==> config.mk <==
export PLATFORM = sky130hd
export DESIGN_NAME = reservation_station
export DESIGN_NICKNAME = d
export VERILOG_FILES = /design/src/rtl/tomasulo_pkg.sv /design/src/rtl/rs_entry.sv /design/src/rtl/reservation_station.sv
export SDC_FILE = /design/constraint.sdc
export NUM_CORES = 1
export LEC_CHECK = 0
export ABC_AREA = 1
export CAP_MARGIN = 0
export CORE_AREA = 2 2 273 140
export CTS_BUF_LIST = sky130_fd_sc_hd__clkbuf_16
export CTS_CLUSTER_SIZE = 12
export DETAILED_ROUTE_END_ITERATION = 16
export DIE_AREA = 0 0 275 142
export PLACE_DENSITY_LB_ADDON = 0.25
export SLEW_MARGIN = 20
export SYNTH_ARGS = -nofsm -noshare
export SYNTH_HDL_FRONTEND = slang
export SYNTH_SLANG_ARGS = --single-unit
==> constraint.sdc <==
create_clock -name clock -period 3.13 [get_ports clock]
set_input_delay 0.626 -clock clock [delete_from_list [all_inputs] [get_ports clock]]
set_output_delay 0.626 -clock clock [all_outputs]
set_load 0.02 [all_outputs]
==> src/rtl/tomasulo_pkg.sv <==
`default_nettype none
// ============================================================================
//  Module      : tomasulo_pkg
//  Description : Shared tag/state/entry types for the reservation station.
//  Revision    : 1.0 - initial release
// ============================================================================
package tomasulo_pkg;

    localparam int TAG_W = 6;

    // Tag value meaning "not redirected": the register holds a real value.
    localparam logic [TAG_W-1:0] NOT_REDIRECTED = '0;

    // Widest opcode an entry can hold; the top-level OP_W must not exceed it.
    localparam int OP_W_MAX = 8;

    typedef enum logic [1:0] {
        EMPTY     = 2'd0,
        WAITING   = 2'd1,
        READY     = 2'd2,
        EXECUTING = 2'd3
    } rs_state_t;

    // A pending operand keeps its producer tag in the low TAG_W bits.
    typedef struct packed {
        rs_state_t           state;
        logic [OP_W_MAX-1:0] op;
        logic [31:0]         a;
        logic                a_invalid;
        logic [31:0]         b;
        logic                b_invalid;
    } rs_entry_t;

    // True when a live broadcast resolves this pending operand.
    function automatic logic snoop_hit(input logic             cdb_live,
                                       input logic [TAG_W-1:0] cdb_tag,
                                       input logic             opnd_invalid,
                                       input logic [31:0]      opnd);
        return cdb_live && opnd_invalid && (opnd[TAG_W-1:0] == cdb_tag);
    endfunction

endpackage
`default_nettype wire

==> src/rtl/rs_entry.sv <==
`default_nettype none
// ============================================================================
//  Module      : rs_entry
//  Description : One reservation-station entry: state register, operand
//                capture with same-edge CDB bypass, CDB snoop and self-free.
//  Revision    : 1.0 - initial release
// ============================================================================
import tomasulo_pkg::*;

module rs_entry #(
    parameter logic [TAG_W-1:0] MY_TAG = 6'd1,
    parameter int               OP_W   = 3
) (
    input  logic             clk_i,
    input  logic             rst_i,
    input  logic             alloc_i,
    input  logic [OP_W-1:0]  op_i,
    input  logic [31:0]      a_value_i,
    input  logic             a_invalid_i,
    input  logic [31:0]      b_value_i,
    input  logic             b_invalid_i,
    input  logic             cdb_valid_i,
    input  logic [TAG_W-1:0] cdb_tag_i,
    input  logic [31:0]      cdb_data_i,
    input  logic             dispatch_i,
    output rs_state_t        state_o,
    output logic [OP_W-1:0]  op_o,
    output logic [31:0]      a_o,
    output logic [31:0]      b_o
);

    rs_entry_t entry_q;
    rs_entry_t entry_d;
    logic      w_cdb_live;

    // Next-state: allocate, snoop pending operands, dispatch, free on own tag.
    always_comb begin
        entry_d    = entry_q;
        w_cdb_live = cdb_valid_i && (cdb_tag_i != NOT_REDIRECTED);
        case (entry_q.state)
            EMPTY: begin
                if (alloc_i) begin
                    entry_d.op        = OP_W_MAX'(op_i);
                    entry_d.a         = a_value_i;
                    entry_d.a_invalid = a_invalid_i;
                    entry_d.b         = b_value_i;
                    entry_d.b_invalid = b_invalid_i;
                    // Producer broadcasting on this very edge: take its data now.
                    if (snoop_hit(w_cdb_live, cdb_tag_i, a_invalid_i, a_value_i)) begin
                        entry_d.a         = cdb_data_i;
                        entry_d.a_invalid = 1'b0;
                    end
                    if (snoop_hit(w_cdb_live, cdb_tag_i, b_invalid_i, b_value_i)) begin
                        entry_d.b         = cdb_data_i;
                        entry_d.b_invalid = 1'b0;
                    end
                    entry_d.state = (entry_d.a_invalid || entry_d.b_invalid) ? WAITING : READY;
                end
            end
            WAITING: begin
                if (snoop_hit(w_cdb_live, cdb_tag_i, entry_q.a_invalid, entry_q.a)) begin
                    entry_d.a         = cdb_data_i;
                    entry_d.a_invalid = 1'b0;
                end
                if (snoop_hit(w_cdb_live, cdb_tag_i, entry_q.b_invalid, entry_q.b)) begin
                    entry_d.b         = cdb_data_i;
                    entry_d.b_invalid = 1'b0;
                end
                if (!entry_d.a_invalid && !entry_d.b_invalid) begin
                    entry_d.state = READY;
                end
            end
            READY: begin
                if (dispatch_i) begin
                    entry_d.state = EXECUTING;
                end
            end
            EXECUTING: begin
                if (w_cdb_live && (cdb_tag_i == MY_TAG)) begin
                    entry_d.state = EMPTY;
                end
            end
            default: entry_d.state = EMPTY;
        endcase
    end

    // Entry register; reset empties the entry and zeroes its operands.
    always_ff @(posedge clk_i) begin
        if (rst_i) begin
            entry_q <= '0;
        end else begin
            entry_q <= entry_d;
        end
    end

    assign state_o = entry_q.state;
    assign op_o    = entry_q.op[OP_W-1:0];
    assign a_o     = entry_q.a;
    assign b_o     = entry_q.b;

endmodule
`default_nettype wire

==> src/rtl/reservation_station.sv <==
`default_nettype none
// ============================================================================
//  Module      : reservation_station
//  Description : Bank of reservation-station entries for one functional unit:
//                lowest-index allocator, lowest-index READY dispatch selector
//                and a lock that holds the presented entry until handshake.
//  Revision    : 1.0 - initial release
// ============================================================================
import tomasulo_pkg::*;

module reservation_station #(
    parameter int NUM_ENTRIES = 4,   // 1..8
    parameter int TAG_BASE    = 1,   // nonzero; TAG_BASE+NUM_ENTRIES-1 <= 63
    parameter int OP_W        = 3    // <= OP_W_MAX
) (
    input  logic             clock,
    input  logic             reset,
    input  logic             issue,
    input  logic [OP_W-1:0]  op,
    input  logic [31:0]      A_value,
    input  logic             A_invalid,
    input  logic [31:0]      B_value,
    input  logic             B_invalid,
    output logic [TAG_W-1:0] free_tag,
    output logic             full,
    input  logic             cdb_valid,
    input  logic [TAG_W-1:0] cdb_tag,
    input  logic [31:0]      cdb_data,
    output logic             dispatch_valid,
    input  logic             dispatch_ready,
    output logic [OP_W-1:0]  dispatch_op,
    output logic [31:0]      dispatch_a,
    output logic [31:0]      dispatch_b,
    output logic [TAG_W-1:0] dispatch_tag
);

    rs_state_t              w_state [NUM_ENTRIES];
    logic [OP_W-1:0]        w_op    [NUM_ENTRIES];
    logic [31:0]            w_a     [NUM_ENTRIES];
    logic [31:0]            w_b     [NUM_ENTRIES];
    logic [NUM_ENTRIES-1:0] w_alloc;
    logic [NUM_ENTRIES-1:0] w_dispatch;

    logic       w_any_empty;
    logic [2:0] w_free_idx;
    logic       w_any_ready;
    logic [2:0] w_ready_idx;
    logic [2:0] w_sel_idx;
    logic       w_fire;

    logic       lock_q;
    logic       lock_d;
    logic [2:0] lock_idx_q;
    logic [2:0] lock_idx_d;

    genvar gi;
    generate
        for (gi = 0; gi < NUM_ENTRIES; gi++) begin : g_entry
            rs_entry #(
                .MY_TAG (TAG_W'(TAG_BASE + gi)),
                .OP_W   (OP_W)
            ) u_entry (
                .clk_i       (clock),
                .rst_i       (reset),
                .alloc_i     (w_alloc[gi]),
                .op_i        (op),
                .a_value_i   (A_value),
                .a_invalid_i (A_invalid),
                .b_value_i   (B_value),
                .b_invalid_i (B_invalid),
                .cdb_valid_i (cdb_valid),
                .cdb_tag_i   (cdb_tag),
                .cdb_data_i  (cdb_data),
                .dispatch_i  (w_dispatch[gi]),
                .state_o     (w_state[gi]),
                .op_o        (w_op[gi]),
                .a_o         (w_a[gi]),
                .b_o         (w_b[gi])
            );
        end
    endgenerate

    // Allocator: lowest-index EMPTY entry; index stays 0 when full so free_tag=TAG_BASE.
    always_comb begin
        w_any_empty = 1'b0;
        w_free_idx  = 3'd0;
        for (int i = NUM_ENTRIES - 1; i >= 0; i--) begin
            if (w_state[i] == EMPTY) begin
                w_any_empty = 1'b1;
                w_free_idx  = 3'(i);
            end
        end
        for (int i = 0; i < NUM_ENTRIES; i++) begin
            w_alloc[i] = issue && w_any_empty && (w_free_idx == 3'(i));
        end
        full     = !w_any_empty;
        free_tag = TAG_W'(TAG_BASE) + TAG_W'(w_free_idx);
    end

    // Dispatch selector: locked entry wins, otherwise lowest-index READY entry.
    always_comb begin
        w_any_ready = 1'b0;
        w_ready_idx = 3'd0;
        for (int i = NUM_ENTRIES - 1; i >= 0; i--) begin
            if (w_state[i] == READY) begin
                w_any_ready = 1'b1;
                w_ready_idx = 3'(i);
            end
        end
        w_sel_idx      = lock_q ? lock_idx_q : w_ready_idx;
        dispatch_valid = lock_q || w_any_ready;
        w_fire         = dispatch_valid && dispatch_ready;
        dispatch_op    = '0;
        dispatch_a     = '0;
        dispatch_b     = '0;
        dispatch_tag   = '0;
        for (int i = 0; i < NUM_ENTRIES; i++) begin
            w_dispatch[i] = w_fire && (w_sel_idx == 3'(i));
            if (dispatch_valid && (w_sel_idx == 3'(i))) begin
                dispatch_op  = w_op[i];
                dispatch_a   = w_a[i];
                dispatch_b   = w_b[i];
                dispatch_tag = TAG_W'(TAG_BASE + i);
            end
        end
    end

    // Lock next-state: engage while presented but not accepted, release on handshake.
    always_comb begin
        lock_d     = lock_q;
        lock_idx_d = lock_idx_q;
        if (w_fire) begin
            lock_d = 1'b0;
        end else if (dispatch_valid) begin
            lock_d     = 1'b1;
            lock_idx_d = w_sel_idx;
        end
    end

    // Lock register.
    always_ff @(posedge clock) begin
        if (reset) begin
            lock_q     <= 1'b0;
            lock_idx_q <= 3'd0;
        end else begin
            lock_q     <= lock_d;
            lock_idx_q <= lock_idx_d;
        end
    end

endmodule
`default_nettype wire

==> impl_metrics.tcl <==
set metrics [dict create \
    run_status "finished, violations left" \
    violations "setup timing" \
    end_kind "output pin" \
    pre_cts_slack_ps -152 \
    antenna_found_initial 1 \
    grt_remaining_overflow 0 \
    netlist_area_um2 18200 \
    slew_headroom_pct 45.5 \
    cts_max_path_buffers 3 \
    cts.hold.buffers_added 0 \
    tightest_slew_ps 809 \
    drc 0 \
    dpl_cell_area_um2 21400 \
    drive_gt1_share_pct 17.3 \
    skew_ps 10.2 \
    yosysWarningCount 0 \
    peakVddDrop_uv 462 \
    grt_max_degree 80 \
    start_kind "flop" \
    dpl.hpwl_um 51200 \
    cts_tree "built" \
    layout_setup_ws_ps -0.0959 \
    seq_area_frac_synth_pct 31.7 \
    cp_slowest_stage_delay_ps 330 \
    p_leak_nw 11.0 \
    final_common_cell "nand2_1" \
    die_x_um 275 \
    num_rows 50 \
    routedWlPerCell_um 20.4 \
    layout.nets 3326 \
    gr-max-usage-layer "met2" \
    synth_area_per_cell_um2 6.09 \
    port_buffers 186 \
    rsz0062_at_grt "true" \
    routed_wl_um 75700 \
    clock.fmax_mhz 319 \
    ant_nets 0 \
    crit_fanout 8 \
    fp.dieH_um 142 \
    initial_core_util_pct 49.5 \
    area_growth_pct 27.8 \
    grt.met3_usage_pct 9.19 \
    setup_viol 1 \
    cts_root_buffer "clkbuf_16" \
    min_period_over_period_pct 100 \
    drt_first_pass_iters 7 \
    hp-class "reg2reg" \
    clk_latency_ps 580 \
    synth.mux.area_fraction_pct 0 \
    cts_buffers 29 \
    clkTransAtPathRegs_ps 60 \
    synth_xor_area_share_pct 0.722 \
    ys_ff_latch 288 \
    fin_tns_setup_ps -0.0959 \
    synthSimpleGateAreaFrac_pct 37.6 \
    finalHoldViolCount 0 \
    synth_top_family_by_area "simple AND/OR/NAND/NOR gates" \
    required_ps 2500 \
    dieArea_um2 39100 \
    grt_pass1_wl_um 112000 \
    gr-usage-met2_pct 54.0 \
    worstSetupPathType "reg2out" \
    report.final.slew_viol_count 0 \
    cp_data_arrival_time_ps 2500 \
    finalCriticalPeriod_ps 3130 \
    synthAdderAreaFrac_pct 1.37 \
    r2r_cells 13 \
    h-tree-depth 1 \
    power_density_nw_per_um2 947 \
    route.vias.total 21200 \
    track_usage_pct 37.1 \
    synth_cell_type_count 44 \
    core_area_um2 36800 \
    drv_cap 0 \
    synth_compound_area_share_pct 14.4 \
    grt_pass1_vias 19700 \
    path_cells "inv_2 -> ha_4 -> inv_2 -> nand2_2 -> nand2_2 -> nand2_4 -> nand2_4 -> nand2_4 -> nor2_4 -> buf_12 -> buf_12 -> nand2_1 -> o2111ai_2 -> buf_6" \
    gp_congestion 1.01 \
    crit_top_cell "nand2_4" \
    stdcell_area_um2 23300 \
    final_cell_mix "nand2_1, nor2_1, inv_1" \
    first_iter_violations 3025 \
    final_util_pct 63.2 \
    holdPathStages 2 \
    io_pins 193 \
    clkSinkCount 288 \
    postSynthCellCount 2989 \
    slowest_stage "dfxtp_2" \
    viasPerCell 5.73 \
    grt_use_met1_pct 53.4 \
]
-- flip-flops by register name (all words and copies together) (netlist names) --
signal,count
lock_idx_q,3
g_entry.u_entry.a_o,128
g_entry.u_entry.op_o,12
g_entry.u_entry.entry_q,8
g_entry.u_entry.state_o,8
g_entry.u_entry.b_o,128
lock_q,1
-- critical path, delay by kind of cell (launching register included) --
kind | cells | cell delay, ps
AND/OR/NAND/NOR | 7 | 680
buffers and inverters | 5 | 640
flip-flops | 1 | 330
AO/OA/AOI/OAI | 1 | 120
adder cells (fa/ha/maj) | 1 | 150
-- layout make-up --
type	count	area, um2
fillers	3347	13500
flip-flops and latches	288	5770
repair buffers	350	3760
multi-input cells	2108	10700
inverters	417	1580
diodes	1	2.50
clock inverters	14	86.3
clock buffers	29	726
well taps	494	618
-- power by group --
| group | switching, mW | internal (mW) |
|---|---|---|
| Clock | 1.54 | 1.73 |
| Sequential | 0.820 | 4.72 |
| Combinational | 8.13 | 5.08 |
-- through the flow --
step	hold slack, ps	cells	power [mW]
after global placement	445	3637	16.7
after detailed placement	449	3637	16.9
after CTS	458	3690	20.3
after floorplan	430	2994	11.9
final	475	3701	22.0
after global routing	503	3701	22.9
-- Yosys cell counts, drive strengths merged --
| library cell | count | area share [%] |
|---|---|---|
| nor3 | 201 | 6.1 |
| and3b | 1 | 0.048 |
| nand2 | 805 | 17 |
| o2111ai | 67 | 3.2 |
| nor2 | 547 | 11 |
| clkinv | 1 | 0.021 |
| xnor2 | 6 | 0.29 |
| xor2 | 9 | 0.43 |
| o21ai | 212 | 7.0 |
| dfxtp | 288 | 32 |
| or2 | 15 | 0.52 |
| a31oi | 2 | 0.069 |
| buf | 114 | 4.2 |
| a21oi | 86 | 2.4 |
| o21bai | 3 | 0.12 |
| clkbuf | 67 | 1.4 |
| nand4 | 8 | 0.27 |
| and3 | 1 | 0.034 |
| conb | 1 | 0.021 |
| a21boi | 3 | 0.12 |
| nand3 | 80 | 2.4 |
| o21a | 28 | 1.2 |
| o211ai | 6 | 0.25 |
| ha | 20 | 1.4 |
| inv | 416 | 8.6 |
| o22ai | 2 | 0.069 |
-- kinds of logic (layout without fill, tap and decap cells) --
| family | count (synthesis) | after routing |
|---|---|---|
| flip-flops | 288 | 288 |
| buffers and inverters | 598 | 810 |
| XOR/XNOR | 15 | 15 |
| AO/OA/AOI/OAI | 409 | 409 |
| adder cells (fa/ha/maj) | 20 | 20 |
| AND/OR/NAND/NOR | 1658 | 1658 |
| other | 1 | 7 |
-- routing by layer --
| layer | share of wire [%] | vias up |
|---|---|---|
| li1 | - | 9748 |
| met1 | 41 | 9717 |
| met2 | 41 | 1521 |
| met3 | 15 | 239 |
| met4 | 3.6 | 0 |
| met5 | 0 | - |
-- worst paths after layout --
kind,from,endpoint,slack (ps)
setup reg to reg,g_entry[2].u_entry.state_o[0]$_SDFFE_PP0P_,g_entry[3].u_entry.a_o[26]$_SDFFE_PP0P_,180
hold reg to reg,g_entry[1].u_entry.op_o[2]$_SDFFE_PP0P_,g_entry[1].u_entry.op_o[2]$_SDFFE_PP0P_,480
setup / recovery,g_entry[2].u_entry.state_o[0]$_SDFFE_PP0P_,dispatch_a[19],-0.1
hold / removal,g_entry[1].u_entry.op_o[2]$_SDFFE_PP0P_,g_entry[1].u_entry.op_o[2]$_SDFFE_PP0P_,480
-- timing repair --
action,in CTS,in global routing
cloned,2,6
setup buffers,8,4
gates resized for setup,347,223
pin swaps,8,37
setup endpoints to repair,72,72
Power figures use the tool's default switching activity.
